### config.mk
export PLATFORM = sky130hd
export DESIGN_NAME = lsu_split_ctrl
export DESIGN_NICKNAME = d
export VERILOG_FILES = /design/src/rtl/lsu_pkg.sv /design/src/rtl/lsu_load_extend.sv /design/src/rtl/lsu_split_ctrl.sv
export SDC_FILE = /design/constraint.sdc
export NUM_CORES = 1
export LEC_CHECK = 0
export ABC_AREA = 1
export BUFFER_PORTS_ARGS = -buffer_cell sky130_fd_sc_hd__buf_2
export CELL_PAD_IN_SITES_DETAIL_PLACEMENT = 2
export CELL_PAD_IN_SITES_GLOBAL_PLACEMENT = 2
export CORE_MARGIN = 8
export CORE_UTILIZATION = 30
export CTS_BUF_LIST = sky130_fd_sc_hd__clkbuf_8
export CTS_CLUSTER_SIZE = 30
export DETAILED_ROUTE_END_ITERATION = 12
export GPL_TIMING_DRIVEN = 0
export PLACE_DENSITY_LB_ADDON = 0.1
export SLEW_MARGIN = 20
export SYNTH_ARGS = -nofsm -noshare
export SYNTH_HDL_FRONTEND = slang
export SYNTH_SLANG_ARGS = --single-unit
### constraint.sdc
create_clock -name CLK -period 2.5 [get_ports CLK]
set_clock_uncertainty 0.15 [all_clocks]
set_input_delay 0.625 -clock CLK [delete_from_list [all_inputs] [get_ports CLK]]
set_output_delay 0.625 -clock CLK [all_outputs]
set_load 0.03 [all_outputs]
### src/rtl/lsu_pkg.sv
// Shared definitions for the load/store unit: funct3 encodings, FSM states
// and the access-size decode used by the controller and the load extender.
package lsu_pkg;

  localparam logic [2:0] F3_B  = 3'b000;
  localparam logic [2:0] F3_H  = 3'b001;
  localparam logic [2:0] F3_W  = 3'b010;
  localparam logic [2:0] F3_BU = 3'b100;
  localparam logic [2:0] F3_HU = 3'b101;

  typedef enum logic [1:0] {
    IDLE = 2'd0,
    ACC0 = 2'd1,
    ACC1 = 2'd2,
    RESP = 2'd3
  } lsu_state_e;

  typedef struct packed {
    logic       legal;
    logic       is_signed;
    logic [2:0] nbytes;
  } lsu_size_t;

  // Stores only have the three signed encodings; loads add the unsigned ones.
  function automatic logic f3_legal(input logic [2:0] funct3, input logic we);
    if (we) begin
      return funct3 inside {F3_B, F3_H, F3_W};
    end
    return funct3 inside {F3_B, F3_H, F3_W, F3_BU, F3_HU};
  endfunction

  // The low two funct3 bits carry the size for every legal encoding.
  function automatic logic [2:0] f3_bytes(input logic [2:0] funct3);
    case (funct3[1:0])
      2'b00:   return 3'd1;
      2'b01:   return 3'd2;
      default: return 3'd4;
    endcase
  endfunction

  function automatic lsu_size_t decode_size(input logic [2:0] funct3, input logic we);
    lsu_size_t info;
    info.legal     = f3_legal(funct3, we);
    info.is_signed = (funct3 == F3_B) || (funct3 == F3_H);
    info.nbytes    = f3_bytes(funct3);
    return info;
  endfunction

endpackage

### src/rtl/lsu_load_extend.sv
// Aligns the (possibly two-word) load data to the access offset, trims it to
// the access size and sign- or zero-extends it to a full word.
module lsu_load_extend
  import lsu_pkg::*;
#(
  parameter int DATA_WIDTH   = 32,
  parameter int FUNCT3_WIDTH = 3,
  parameter int BYTE_WIDTH   = 8
) (
  input  logic [2*DATA_WIDTH-1:0] words,
  input  logic [1:0]              off,
  input  logic [FUNCT3_WIDTH-1:0] funct3,
  output logic [DATA_WIDTH-1:0]   result
);

  lsu_size_t             info;
  logic [DATA_WIDTH-1:0] shifted;

  assign info    = decode_size(funct3, 1'b0);
  assign shifted = DATA_WIDTH'(words >> (off * BYTE_WIDTH));

  // Select the byte/half/word and extend; anything not a legal load yields 0.
  always_comb begin
    result = '0;
    if (info.legal) begin
      case (info.nbytes)
        3'd1: result = {{(DATA_WIDTH-BYTE_WIDTH){info.is_signed & shifted[BYTE_WIDTH-1]}},
                        shifted[BYTE_WIDTH-1:0]};
        3'd2: result = {{(DATA_WIDTH-2*BYTE_WIDTH){info.is_signed & shifted[2*BYTE_WIDTH-1]}},
                        shifted[2*BYTE_WIDTH-1:0]};
        default: result = shifted;
      endcase
    end
  end

endmodule

### src/rtl/lsu_split_ctrl.sv
// Load/store initiator: takes one core access per handshake and turns it into
// one or two word-aligned memory cycles, splitting accesses that straddle a
// word boundary, then returns extended load data with a one-cycle pulse.
module lsu_split_ctrl
  import lsu_pkg::*;
#(
  parameter int DATA_WIDTH   = 32,
  parameter int ADDR_WIDTH   = 32,
  parameter int FUNCT3_WIDTH = 3,
  parameter int BYTE_WIDTH   = 8
) (
  input  logic                             CLK,
  input  logic                             rst_n,
  input  logic                             req_valid,
  output logic                             req_ready,
  input  logic                             req_we,
  input  logic [FUNCT3_WIDTH-1:0]          req_funct3,
  input  logic [ADDR_WIDTH-1:0]            req_addr,
  input  logic [DATA_WIDTH-1:0]            req_wdata,
  output logic                             resp_valid,
  output logic [DATA_WIDTH-1:0]            resp_rdata,
  output logic                             resp_err,
  output logic [ADDR_WIDTH-1:0]            mem_addr,
  output logic [DATA_WIDTH/BYTE_WIDTH-1:0] mem_be,
  output logic                             mem_we,
  output logic [DATA_WIDTH-1:0]            mem_wdata,
  input  logic [DATA_WIDTH-1:0]            mem_rdata
);

  localparam int LANES = DATA_WIDTH / BYTE_WIDTH;

  lsu_state_e state_q, state_d;

  logic                    we_q, we_d;
  logic [FUNCT3_WIDTH-1:0] funct3_q, funct3_d;
  logic [ADDR_WIDTH-1:0]   addr_q, addr_d;
  logic [DATA_WIDTH-1:0]   wdata_q, wdata_d;
  logic [DATA_WIDTH-1:0]   w0_q, w0_d;
  logic [DATA_WIDTH-1:0]   w1_q, w1_d;
  logic [DATA_WIDTH-1:0]   resp_rdata_q, resp_rdata_d;
  logic                    resp_err_q, resp_err_d;

  logic                    handshake;
  logic                    req_legal;
  logic [2:0]              acc_bytes;
  logic [1:0]              off;
  logic                    crossing;
  logic [2*LANES-1:0]      be_base;
  logic [2*LANES-1:0]      be8;
  logic [2*DATA_WIDTH-1:0] wd64;
  logic [ADDR_WIDTH-1:0]   word0;
  logic [ADDR_WIDTH-1:0]   word1;
  logic [2*DATA_WIDTH-1:0] ext_words;
  logic [DATA_WIDTH-1:0]   ext_result;

  assign handshake = req_valid & req_ready;
  assign req_legal = f3_legal(req_funct3, req_we);
  assign acc_bytes = f3_bytes(funct3_q);
  assign off       = addr_q[1:0];
  assign crossing  = ({2'b00, off} + {1'b0, acc_bytes}) > 4'd4;
  assign be8       = be_base << off;
  assign wd64      = {{DATA_WIDTH{1'b0}}, wdata_q} << (off * BYTE_WIDTH);
  assign word0     = {addr_q[ADDR_WIDTH-1:2], 2'b00};
  assign word1     = word0 + ADDR_WIDTH'(4);

  // In ACC1 the live word is the upper half; in ACC0 the upper half is zero.
  assign ext_words = (state_q == ACC1) ? {mem_rdata, w0_q}
                                       : {{DATA_WIDTH{1'b0}}, mem_rdata};

  // Unshifted lane mask for the access size.
  always_comb begin
    case (acc_bytes)
      3'd1:    be_base = 8'h01;
      3'd2:    be_base = 8'h03;
      default: be_base = 8'h0F;
    endcase
  end

  lsu_load_extend #(
    .DATA_WIDTH   (DATA_WIDTH),
    .FUNCT3_WIDTH (FUNCT3_WIDTH),
    .BYTE_WIDTH   (BYTE_WIDTH)
  ) u_load_extend (
    .words  (ext_words),
    .off    (off),
    .funct3 (funct3_q),
    .result (ext_result)
  );

  // State register; reset abandons any in-flight access.
  always_ff @(posedge CLK or negedge rst_n) begin
    if (!rst_n) begin
      state_q <= IDLE;
    end else begin
      state_q <= state_d;
    end
  end

  // Next-state logic: illegal requests skip the memory cycles entirely.
  always_comb begin
    state_d = state_q;
    case (state_q)
      IDLE: if (handshake) state_d = req_legal ? ACC0 : RESP;
      ACC0: state_d = crossing ? ACC1 : RESP;
      ACC1: state_d = RESP;
      RESP: state_d = IDLE;
      default: state_d = IDLE;
    endcase
  end

  // Request capture, read-word capture and response data registers.
  always_ff @(posedge CLK or negedge rst_n) begin
    if (!rst_n) begin
      we_q         <= 1'b0;
      funct3_q     <= '0;
      addr_q       <= '0;
      wdata_q      <= '0;
      w0_q         <= '0;
      w1_q         <= '0;
      resp_rdata_q <= '0;
      resp_err_q   <= 1'b0;
    end else begin
      we_q         <= we_d;
      funct3_q     <= funct3_d;
      addr_q       <= addr_d;
      wdata_q      <= wdata_d;
      w0_q         <= w0_d;
      w1_q         <= w1_d;
      resp_rdata_q <= resp_rdata_d;
      resp_err_q   <= resp_err_d;
    end
  end

  // Response registers only change on the transition into RESP so they hold
  // their value between responses.
  always_comb begin
    we_d         = we_q;
    funct3_d     = funct3_q;
    addr_d       = addr_q;
    wdata_d      = wdata_q;
    w0_d         = w0_q;
    w1_d         = w1_q;
    resp_rdata_d = resp_rdata_q;
    resp_err_d   = resp_err_q;
    case (state_q)
      IDLE: begin
        if (handshake) begin
          we_d     = req_we;
          funct3_d = req_funct3;
          addr_d   = req_addr;
          wdata_d  = req_wdata;
          w0_d     = '0;
          w1_d     = '0;
          if (!req_legal) begin
            resp_rdata_d = '0;
            resp_err_d   = 1'b1;
          end
        end
      end
      ACC0: begin
        w0_d = mem_rdata;
        if (!crossing) begin
          resp_rdata_d = we_q ? '0 : ext_result;
          resp_err_d   = 1'b0;
        end
      end
      ACC1: begin
        w1_d         = mem_rdata;
        resp_rdata_d = we_q ? '0 : ext_result;
        resp_err_d   = 1'b0;
      end
      default: ;
    endcase
  end

  // Memory port and handshake outputs decoded from the current state.
  always_comb begin
    req_ready  = (state_q == IDLE);
    resp_valid = (state_q == RESP);
    resp_rdata = resp_rdata_q;
    resp_err   = resp_err_q;
    mem_addr   = '0;
    mem_be     = '0;
    mem_we     = 1'b0;
    mem_wdata  = '0;
    case (state_q)
      ACC0: begin
        mem_addr  = word0;
        mem_be    = be8[LANES-1:0];
        mem_we    = we_q;
        mem_wdata = we_q ? wd64[DATA_WIDTH-1:0] : '0;
      end
      ACC1: begin
        mem_addr  = word1;
        mem_be    = be8[2*LANES-1:LANES];
        mem_we    = we_q;
        mem_wdata = we_q ? wd64[2*DATA_WIDTH-1:DATA_WIDTH] : '0;
      end
      default: ;
    endcase
  end

endmodule

==> results of run 1 <==
## layout make-up
class,instances,share of cell area
multi-input combinational,1041,0.435
clock inverter,15,0.00851
timing repair buffer,354,0.202
antenna,2,0.000330
clock buffer,17,0.0154
sequential,135,0.225
tap,390,0.0322
inverter,107,0.0319
buffer,72,0.0503
## synth_stat cells (2+ instances only)
cell type	count	share of area
a22o_1	2	0.0019
o22ai_1	14	0.0097
buf_6	4	0.0050
buf_2	32	0.018
nand2_2	3	0.0021
mux2_2	32	0.040
dfrtp_1	135	0.37
nand2_1	476	0.20
nor2_1	169	0.070
inv_2	5	0.0021
o211ai_1	7	0.0058
or2_1	2	0.0014
buf_4	11	0.0091
buf_1	6	0.0025
clkbuf_1	23	0.0095
nand4_1	10	0.0069
nor2_4	4	0.0050
nand3_2	2	0.0022
a21oi_1	71	0.039
a31oi_1	6	0.0041
o21ai_1	6	0.0033
nand2_4	2	0.0025
nand3_1	109	0.060
o21ai_0	91	0.050
ha_1	9	0.012
nand3_4	3	0.0058
o21bai_1	7	0.0058
nor3_1	2	0.0011
inv_1	100	0.041
## critical path, stage by stage, from the launching register on
cell     delay (ns)
dfrtp_2        0.52
inv_4          0.13
ha_4           0.19
buf_12         0.12
nand2_4        0.14
inv_4          0.12
a21oi_2        0.07
or2_1          0.26
a21oi_2        0.28
buf_6          0.18
## registers in the layout, indices dropped and copies added (netlist names)
name,count
state_q,2
we_q,1
wdata_q,32
w0_q,32
addr_q,32
resp_rdata,32
funct3_q,3
resp_err,1
## metrics by stage
stage	hold slack [ns]	TNS, ns	setup WS [ns]	instance area, um^2
2_1_floorplan	0.179	-3.26	-0.173	9150
3_3_place_gp	0.313	-244.34	-1.57	10700
3_5_place_dp	0.315	-39.17	-0.689	10700
4_1_cts	0.166	-29.17	-0.576	13200
5_1_grt	0.141	-60.96	-0.867	15100
6_report	0.133	-57.60	-0.867	15100
## final timing paths
| kind | start | slack, ns | cells past startpoint | end |
|---|---|---|---|---|
| max in group asynchronous | rst_n | 0.92 | 3 | resp_rdata[15] |
| min in group asynchronous | rst_n | 0.41 | 2 | addr_q[29] |
| hold / removal | req_addr[31] | 0.13 | 2 | addr_q[31] |
| setup reg to reg | funct3_q[1] | -0.39 | 14 | resp_rdata[31] |
| setup / recovery | state_q[1] | -0.87 | 9 | mem_wdata[23] |
| hold reg to reg | resp_rdata[20] | 0.35 | 2 | resp_rdata[20] |
## timing repair
action,CTS,global route
hold endpoints to repair,57,0
endpoints found under the setup margin,122,149
resized for setup,434,349
buffers inserted,73,62
pin swaps,57,107
hold buffers,1,0
gates cloned,7,9
## layer usage
metal | global-route usage | vias to the layer above | share of wire
met4 | 0.163 | 6 | 0.071
li1 | - | 5099 | -
met5 | 0 | - | 0.00049
met1 | 0.322 | 6459 | 0.38
met2 | 0.537 | 823 | 0.47
met3 | 0.0590 | 326 | 0.076
## where the power goes
part / total, mW / switching (mW) / internal, mW / leakage (nW)
clock: 2.03 / 1.24 / 0.786 / 0.184
combinational: 20.7 / 13.1 / 7.54 / 5.38
sequential: 4.49 / 1.25 / 3.24 / 1.63
total: 27.2 / 15.6 / 11.6 / 7.19
## logic make-up after synthesis
logic type               share of synthesized area
AO/OA/AOI/OAI                                0.123
XOR/XNOR                                  0.000968
adder cells (fa/ha/maj)                     0.0147
buffers and inverters                       0.0885
flip-flops                                   0.373
multiplexers                                0.0398
other                                     0.000414
AND/OR/NAND/NOR                              0.359
==> impl_results.md, run 1 <==
* Area Overhead vs Synth at 67.3%
* Leak Pwr at 7.19 nW
* Worst Path Arrival at between 2 and 3 ns
* CP Class: reg -> out
* Worst-path clk slew at ~0.14 ns
* Seq/Total Area, Yosys at 0.373
* Max-slew violations at 0
* Endpoints failing setup at about 140
* Final worst slack at -0.867 ns
* Clock Tree Root: clkbuf_8
* FF/Latch Area at 3400 um^2
* Synthesized area per cell at 6.67 um^2
* Final Util at 0.511
* GPL Wtd Cong at ~0.90
* Area of the multi-input gates at ~6600 um^2
* Clock Sink Count at 135
* Vias per cell at approximately 6.0
* Max Cap Violations at 0
* Type of the tightest min-delay check: in -> reg
* I/O Buffers at between 200 and 250
* CTS max path bufs at 2
* Max VDD drop at around 0.76 mV
* Commonest non-fill, non-tap cell in the layout: nand2_1
* Failing checks: setup timing
* Final net count at ~1.8k
* TritonCTS buffer count at 17
* Hold Fails Final Rpt at 0
* I/O pins at between 200 and 250
* Max Fclk at just under 300 MHz
* Fin crit share at 1.35
* H-tree levels at 4
* Placed insts at 1952
* Worst-Margin Slew at roughly 0.76 ns
* Die area at about 36000 um^2
* Status: complete, but fails checks
* WL per Instance at 33.5 um
* Core Box Area at just under 30000 um^2
* Ratio of cells with drive above 1 in the final layout at 0.468
* Initial antenna violation count at 5
* Die X at 190 um
* All-Layer GR Usage at 0.297
* Final Non-Filler Cells at between 2k and 2.5k
* RSZ-0062 raised after global routing: true
* First DRT Iteration DRCs at 1061
* Die Ht at between 150 and 200 um
* Async SR Flop Fraction at 1.00
* Period minus WS final at between 3 and 4 ns
* Top FF cell, synth: dfrtp_1
* Most frequent cells in the layout: nand2_1, buf_2, dfrtp_1
* Post-synth cell types at between 40 and 50
* Startpoint Class: flip-flop
* Vias in the first global route at 13.2k
* Hpwl dp at about 34000 um
* TritonRoute pass-1 iters at 5
* CP max FO at 8
* EDFF count, synth at 0
* Congestion Overflow GR at 0
* Power per standard cell area at roughly 1800 nW/um^2
* DRT antenna net count at 0
* Global-route wire length before repair at ~81000 um
* Gate Count Post-Synth at 1356
* Final Power at 27.2 mW
* Slew HR at 0.494
* Largest net degree at the start of global routing at 79
* Initial Util at 0.305
* DRC at 0
* Vias at approximately 13k
* Syn. warnings at 0
* CP Capture Type: output port
* Crit path required time at 1.73 ns
* CTS tree: built
* Number of fill cells in the layout at 3317
* Rows at 63
* Detailed Route WL at slightly above 70000 um
* Cell Area, Synth at around 9000 um^2
* Seq cells post-synth at 135
* Skew-Pair Late Insertion Delay at about 0.57 ns
(Power assumes the default switching activity.)
==> inputs of run 2 (changes only) <==
SYNTH_HIERARCHICAL = 1   (was not set)
==> impl_results.md, run 2 <==
* Status: complete, but fails checks
* Failing checks: setup timing
* Area Overhead vs Synth at 66.5%
* Vias in the first global route at 13.8k (+4.5%)
* Worst-Margin Slew at 0.809 ns (+0.0501 ns)
* Setup TNS at -46.47 ns (+11.13 ns)
* Crit path required time at 1.73 ns (about the same)
* H-tree levels at 4 (unchanged)
* Initial Util at 0.305 (-0.000342)
* Setup slack, reg-to-reg at -0.49 ns (-0.10 ns)
* Gate Count Post-Synth at 1505 (+11%)
* Ratio of cells with drive above 1 in the final layout at 0.487 (+0.0186)
* Hold EP: wdata_q[19]
* TritonRoute pass-1 iters at 7 (+2)
* Max-slew violations at 0 (unchanged)
* Max VDD drop at 0.768 mV (+1.1%)
* CP dominant cell by count: buf_6
* Vias per cell at 5.87 (-1.5%)
* CTS max path bufs at 2 (unchanged)
* Die Ht at 195 um (+3.0%)
* Max Fclk at 316 MHz (+6.3%)
* Cell Area, Synth at 9650 um^2 (+6.6%)
* GPL Wtd Cong at 0.878 (-2.2%)
* Die X at 195 um (+3.0%)
* Slew HR at 0.460 (-0.0334)
* I/O Buffers at 204 (unchanged)
* CP Capture Type: output port
* Max incr delay on CP at 0.45 ns (-0.07 ns)
* Rows at 65 (+3.2%)
* Type of the tightest min-delay check: in -> reg
* Number of fill cells in the layout at 3439 (+3.7%)
* CP max FO at 5 (-3)
* Synthesized area per cell at 6.41 um^2 (-3.9%)
* Most frequent cells in the layout: nand2_1, buf_2, inv_1
* Final Util at 0.508 (-0.00305)
* All-Layer GR Usage at 0.283 (-0.0136)
* R2R Path End: resp_rdata[2]
* Reg2Reg Depth at 17 (+3)
* Clock Tree Root: clkbuf_8
* Global-route wire length before repair at 83600 um (+2.6%)
* Congestion Overflow GR at 0 (unchanged)
* Core Box Area at 31600 um^2 (+6.7%)
* CP cell instances: inv_2 > ha_4 > nand2_8 > clkinvlp_4 > buf_6 > a22oi_2 > nor2_2 > buf_6
* Slowest-stage cell, CP: dfrtp_1
* TritonCTS buffer count at 17 (unchanged)
* RSZ-0062 raised after global routing: true
* Endpoints failing setup at 117 (-13%)
* Startpoint Class: flip-flop
* Skew-Pair Late Insertion Delay at 0.55 ns (-0.02 ns)
* I/O pins at 207 (unchanged)
* WL per Instance at 31.2 um (-6.9%)
* Leak Pwr at 7.63 nW (+6.3%)
* Hold path depth at 2 (unchanged)
* Fin crit share at 1.27 (-0.0798)
* Period minus WS final at 3.17 ns (-0.200 ns)
* Max Cap Violations at 0 (unchanged)
* Initial antenna violation count at 3 (-2)
* Final worst slack at -0.668 ns (+0.200 ns)
* Power per standard cell area at 1750 nW/um^2 (-2.5%)
* Commonest non-fill, non-tap cell in the layout: nand2_1
* Largest net degree at the start of global routing at 81 (+2.5%)
* Final net count at 1946 (+5.7%)
* CTS tree: built
* Clock Sink Count at 135 (unchanged)
* Worst-path clk slew at 0.10 ns (-0.04 ns)
* Vias at 13.2k (+4.0%)
* Worst hold start: req_wdata[19]
* Syn. warnings at 6 (+6)
* CP Class: reg -> out
* DRC at 0 (unchanged)
* First DRT Iteration DRCs at 1062 (+0.094%)
* Detailed Route WL at 70200 um (-1.8%)
* Hpwl dp at 34600 um (+2.0%)
* Hold Fails Final Rpt at 0 (unchanged)
* Worst r2r src: state_q[0]
* Die area at 38200 um^2 (+6.1%)
* Worst Path Arrival at 2.39 ns (-0.20 ns)
* DRT antenna net count at 0 (unchanged)
* Final Power at 28.1 mW (+3.4%)
run 2: worst max-delay path, delay by kind of cell (launching register included):
| family | cells | cell delay (ns) |
|---|---|---|
| fa+ha+maj | 1 | 0.33 |
| simple gates | 2 | 0.23 |
| flops | 1 | 0.45 |
| buf+inv | 4 | 0.61 |
| compound gates | 1 | 0.24 |
run 2: cell type report:
class	count	area, um^2	share of cell area
Sequential cell	135	3400	0.212
Clock buffer	20	275	0.0171
Tap cell	402	503	0.0313
Timing Repair Buffer	310	2650	0.165
Multi-Input combinational cell	1092	7390	0.460
Buffer	87	812	0.0505
Inverter	191	803	0.0500
Clock inverter	12	220	0.0137
Antenna cell	2	5.00	0.000311
run 2: worst max path at each step:
| stage | cells after the start | end | startpoint | slack (ns) |
|---|---|---|---|---|
| 4_1_cts | 8 | mem_addr[22] | state_q[1] | -0.47 |
| 3_3_place_gp | 1 | wdata_q[20] | rst_n | -1.57 |
| 2_1_floorplan | 8 | mem_addr[22] | state_q[1] | -0.1 |
| 5_1_grt | 9 | mem_addr[25] | addr_q[24] | -0.67 |
| 3_5_place_dp | 8 | mem_wdata[30] | state_q[1] | -0.89 |
| 6_report | 8 | mem_addr[4] | state_q[0] | -0.67 |
run 2: routing by layer:
metal / up-vias / wire length [um] / global-route usage
met3: 271 / 4130 / 0.0480
met1: 6814 / 25900 / 0.322
li1: 5431 / - / -
met4: 2 / 4160 / 0.118
met2: 701 / 36000 / 0.518
met5: - / 17 / 0
run 2: metrics by stage:
stage	area (um^2)	worst slack (ns)	hold WS, ns	std cells
floorplan	9770	-0.0953	0.179	1506
global placement	11300	-1.57	0.303	2112
detailed placement	11300	-0.890	0.311	2113
CTS	14600	-0.467	0.178	2214
global route	16100	-0.672	0.182	2251
finish	16100	-0.668	0.172	2251
run 2: power breakdown:
group          internal, mW  switching, mW
logic                  7.65           13.8
registers              3.12          0.976
clock network          1.37           1.16
total                  12.1           16.0
run 2: timing repair:
item	CTS	global route
hold endpoints to repair	55	0
resized for setup	594	339
gates cloned	10	3
setup buffers	60	45
hold buffers	1	0
pin swaps	149	162
setup endpoints to repair	115	130
